`config.mk`:
```
export PLATFORM = sky130hd
export DESIGN_NAME = ps2_keycode_rx
export DESIGN_NICKNAME = d
export VERILOG_FILES = /design/src/rtl/ps2_keycode_rx.sv
export SDC_FILE = /design/constraint.sdc
export NUM_CORES = 1
export LEC_CHECK = 0
export ABC_AREA = 1
export ABC_CLOCK_PERIOD_IN_PS = 4700
export BUFFER_PORTS_ARGS = -buffer_cell sky130_fd_sc_hd__buf_4
export CORE_MARGIN = 3
export CORE_UTILIZATION = 45
export DETAILED_ROUTE_END_ITERATION = 7
export SYNTH_ARGS = -nofsm -noshare
export SYNTH_HDL_FRONTEND = slang
export SYNTH_SLANG_ARGS = --single-unit
export TNS_END_PERCENT = 5
```
`constraint.sdc`:
```
create_clock -name clk -period 4.7 [get_ports clk]
set_input_delay 0.94 -clock clk [delete_from_list [all_inputs] [get_ports clk]]
set_output_delay 0.94 -clock clk [all_outputs]
set_load 0.01 [all_outputs]
```
`src/rtl/ps2_keycode_rx.sv`:
```
// PS/2 keyboard receiver: conditions the raw pins, deserialises device-to-host
// frames and folds the F0 break prefix into a {prefix, scan code} keycode word.
module ps2_keycode_rx #(
  parameter int FILTER_LEN  = 8,
  parameter int TIMEOUT_CYC = 65000
) (
  input  logic        clk,
  input  logic        rst,
  input  logic        ps2_clk,
  input  logic        ps2_data,
  output logic [15:0] keycode,
  output logic        key_valid,
  output logic        frame_err
);

  localparam int FW = $clog2(FILTER_LEN + 1);
  localparam int TW = $clog2(TIMEOUT_CYC + 1);

  typedef enum logic [1:0] {IDLE, SHIFT, CHECK} state_t;

  logic          r_clk_s1, r_clk_s2, r_dat_s1, r_dat_s2;
  logic          r_filt, r_fall;
  logic [FW-1:0] r_fcnt;

  state_t        r_state, w_state_next;
  logic [3:0]    r_bitcnt, w_bitcnt_next;
  logic [9:0]    r_shift, w_shift_next;
  logic [TW-1:0] r_tocnt, w_tocnt_next;
  logic          r_brk, w_brk_next;
  logic          r_ext, w_ext_next;
  logic [15:0]   r_keycode, w_keycode_next;
  logic          r_key_valid, w_key_valid_next;
  logic          r_frame_err, w_frame_err_next;
  logic          w_frame_ok;
  logic [7:0]    w_byte;

  // Filtered clock only follows the pin after FILTER_LEN consecutive differing samples.
  always_ff @(posedge clk or negedge rst) begin
    if (!rst) begin
      r_clk_s1 <= 1'b1;
      r_clk_s2 <= 1'b1;
      r_dat_s1 <= 1'b1;
      r_dat_s2 <= 1'b1;
      r_filt   <= 1'b1;
      r_fcnt   <= '0;
      r_fall   <= 1'b0;
    end else begin
      r_clk_s1 <= ps2_clk;
      r_clk_s2 <= r_clk_s1;
      r_dat_s1 <= ps2_data;
      r_dat_s2 <= r_dat_s1;
      r_fall   <= 1'b0;
      if (r_clk_s2 == r_filt) begin
        r_fcnt <= '0;
      end else if (r_fcnt == FW'(FILTER_LEN - 1)) begin
        r_fcnt <= '0;
        r_filt <= r_clk_s2;
        r_fall <= ~r_clk_s2;
      end else begin
        r_fcnt <= r_fcnt + 1'b1;
      end
    end
  end

  always_ff @(posedge clk or negedge rst) begin
    if (!rst) begin
      r_state     <= IDLE;
      r_bitcnt    <= '0;
      r_shift     <= '0;
      r_tocnt     <= '0;
      r_brk       <= 1'b0;
      r_ext       <= 1'b0;
      r_keycode   <= '0;
      r_key_valid <= 1'b0;
      r_frame_err <= 1'b0;
    end else begin
      r_state     <= w_state_next;
      r_bitcnt    <= w_bitcnt_next;
      r_shift     <= w_shift_next;
      r_tocnt     <= w_tocnt_next;
      r_brk       <= w_brk_next;
      r_ext       <= w_ext_next;
      r_keycode   <= w_keycode_next;
      r_key_valid <= w_key_valid_next;
      r_frame_err <= w_frame_err_next;
    end
  end

  // After ten shifts: [7:0] data, [8] parity, [9] stop.
  assign w_byte     = r_shift[7:0];
  assign w_frame_ok = r_shift[9] & (^r_shift[8:0]);

  always_comb begin
    w_state_next     = r_state;
    w_bitcnt_next    = r_bitcnt;
    w_shift_next     = r_shift;
    w_tocnt_next     = r_tocnt;
    w_brk_next       = r_brk;
    w_ext_next       = r_ext;
    w_keycode_next   = r_keycode;
    w_key_valid_next = 1'b0;
    w_frame_err_next = 1'b0;
    case (r_state)
      IDLE: begin
        w_tocnt_next = '0;
        if (r_fall && !r_dat_s2) begin
          w_state_next  = SHIFT;
          w_bitcnt_next = '0;
        end
      end
      SHIFT: begin
        if (r_fall) begin
          w_shift_next = {r_dat_s2, r_shift[9:1]};
          w_tocnt_next = '0;
          if (r_bitcnt == 4'd9) w_state_next = CHECK;
          else w_bitcnt_next = r_bitcnt + 4'd1;
        end else if (r_tocnt == TW'(TIMEOUT_CYC)) begin
          w_state_next     = IDLE;
          w_frame_err_next = 1'b1;
        end else begin
          w_tocnt_next = r_tocnt + 1'b1;
        end
      end
      CHECK: begin
        w_state_next  = IDLE;
        w_bitcnt_next = '0;
        if (!w_frame_ok) begin
          w_frame_err_next = 1'b1;
        end else if (w_byte == 8'hF0) begin
          w_brk_next = 1'b1;
        end else if (w_byte == 8'hE0) begin
          w_ext_next = 1'b1;
        end else if (r_ext) begin
          // Extended keys are swallowed here; the decoder never sees them.
          w_brk_next = 1'b0;
          w_ext_next = 1'b0;
        end else begin
          w_keycode_next   = {(r_brk ? 8'hF0 : 8'h00), w_byte};
          w_key_valid_next = 1'b1;
          w_brk_next       = 1'b0;
        end
      end
      default: w_state_next = IDLE;
    endcase
  end

  assign keycode   = r_keycode;
  assign key_valid = r_key_valid;
  assign frame_err = r_frame_err;

endmodule
```
==> flow_summary.ini <==
[routing]
drc = 0
viasPerCell = 5.11
dr.pass1.iters = 4
totalWireLength_mm = 5.77
ant_nets = 0
drt-wirelength-per-cell_um = 12.5
drtIter0Drc = 127
vias = 2359

[floorplanning]
coreArea_mm2 = 0.00642
dieArea_mm2 = 0.00769
fp.dieH_um = 87.7
die_w_um = 87.7
ioPinCount = 22
initial_utilization = 0.468
num_rows = 29

[placed_design]
hpwl_mm = 4.18
gp_congestion = 0.833
post_dp_cell_area_mm2 = 0.00314
portBuffers = 17

[critical_path]
crit_type = register to register
crit_path_start = r_state[1]
worst-endpoint-arrival_ns = 2.57
end_kind = register
crit_required_ns = 4.89
worst_setup_path_start_kind = register
ff2ff_path_depth = 9
rr_endpoint = r_tocnt[3]
rrSetupSlack_ns = 2.32
r2r-start = r_state[1]
path_max_fanout = 18

[synthesis]
synth_top_area_share = 0.416
synthesis.area_mm2 = 0.00301
yosys.area_share.simple = 0.299
yosys-top-cells-count = nand2_1 (100), dfrtp_1 (50), inv_1 (37)
seq_area_frac_synth = 0.460
synthCells = 372
syn-mean-instance-area_um2 = 8.08
synth_most_common_cell = nand2_1
synth-xor-area-share = 0.0204
synth_cell_types = 32
synth_largest_area_cell = dfrtp_1
synth_compound_area_frac = 0.0758
synth_edf_count = 0
synth-async-reset-ratio = 1.00
synth_mux_area_frac = 0
synth_area_leaders = dfrtp_1 (42%), nand2_1 (12%), ha_1 (5.8%)
ys_ff_latch = 55
ys.flop_type = dfrtp_1
yosysWarnings = 0
synth_top_family_by_area = simple AND/OR/NAND/NOR gates
yosys.area_share.adder = 0.0583

[cts]
cts_hold_buf = 0
post_cts_buffers = 0
tritoncts = yes
clk_pin_slew_ns = 0.11
clk-insertion-delay-late_ns = 0.32
htreeDepth = 2
clock_sinks = 55
cts_resized = 0
clockRootBuffer = clkbuf_8
numCtsBuffers = 5
cts.path.max_buffers = 2

[layout]
nFillCells = 631
ff_latch_area_mm2 = 0.00138
final_nets = 402
multi_input_area_mm2 = 0.00138
insertedDiodeCount = 0
fin_area_mm2 = 0.00324
layout-drive-gt1-share = 0.125
syn_to_final_growth_pct = 7.66

[timing]
timing.fmax_ghz = 0.420
maxSlewHeadroom = 0.527
finClkSkew_ns = 0.00813
worst_pin_slew_ns = 0.709
slew_violations = 0
final-setup-viol-count = 0
grt_setup_unrepaired = no
finalSetupTns_ns = 0
hold_violations = 0
whs_ns = 0.363
fin_crit_ns = 2.38
fin_crit_sh = 0.506

[global_routing]
grt_pass1_vias = 2322
antenna_found_initial = 0
grt_use_total = 0.170
grt-ovfl-total = 0
grt_max_degree = 56
grt_pass1_wl_mm = 10.6

[status]
status = complete, no violations

[hold_path]
hp-class = register to register
hp-start = r_dat_s1
whs_endpoint = r_dat_s2
whs_path_depth = 0

[flow_run]
cap_violations = 0

[power]
total_leakage_power_uw = 0.00156
p_per_area_mw_per_mm2 = 338
ir_drop_uv = 214
## worst max-delay path by stage
stage	end
2_1_floorplan	keycode[0]
3_3_place_gp	r_state[1]
3_5_place_dp	r_tocnt[3]
4_1_cts	r_tocnt[3]
5_1_grt	r_tocnt[3]
6_report	r_tocnt[3]
## placed cells by master (no fill, tap or decap), types with 6 or more instances in the layout
cell type  synthesis  layout
xor2_1             6       6
nand3_1           30      30
nor2_1            34      34
nand2_1          100     100
inv_1             37      37
ha_1              14      14
buf_4             10      17
dfrtp_1           50      50
nand4_1           21      21
o21ai_0           23      23
## area by class of cell
cell class,count,share of cell area
Tap cell,77,0.0298
Timing Repair Buffer,17,0.0394
Sequential cell,55,0.427
Clock inverter,3,0.00889
Clock buffer,5,0.0213
Multi-Input combinational cell,264,0.426
Inverter,41,0.0476
## kinds of logic after synthesis
kind of cell,Yosys count
simple gates,200
buf+inv,56
flops,55
compound gates,39
fa+ha+maj,14
xor+xnor,7
other cells,1
## power by group
part           switching (uW)  internal, uW  leakage, uW
clock network             169           111    0.0000502
registers                44.5           519     0.000741
logic                     172          78.4     0.000769
## metrics by stage
| stage | util | cells | power [uW] | worst slack (ns) |
|---|---|---|---|---|
| 6_report | 0.504 | 462 | 1090 | 2.32 |
| 5_1_grt | 0.504 | 462 | 1170 | 2.05 |
| 3_5_place_dp | 0.489 | 454 | 827 | 2.36 |
| 2_1_floorplan | - | 375 | 777 | 3.14 |
| 3_3_place_gp | 0.489 | 454 | 826 | 2.45 |
| 4_1_cts | 0.504 | 462 | 1110 | 2.32 |
## routing by layer
metal	GRT usage	share of wire	routed length (um)
met1	0.241	0.51	2940
met2	0.273	0.45	2590
met3	0.0254	0.033	189
met4	0.0460	0.0094	54
met5	0	0	0
## flip-flops by register name, summed over array words and instances (netlist names), 2 cells and up
register / cells
r_fcnt: 4
r_bitcnt: 4
r_state: 2
r_shift: 10
keycode: 9
r_tocnt: 16
## critical path, cell delays in order (launching register included)
cell and delay [ns]:
dfrtp_1 0.43, inv_1 0.10, ha_1 0.62, inv_2 0.16, nor2_2 0.20, nand3_2 0.11
nand2_2 0.21, inv_2 0.20, nand3_1 0.11, o21ai_0 0.11
No activity file was read; power rests on OpenSTA's default activity.
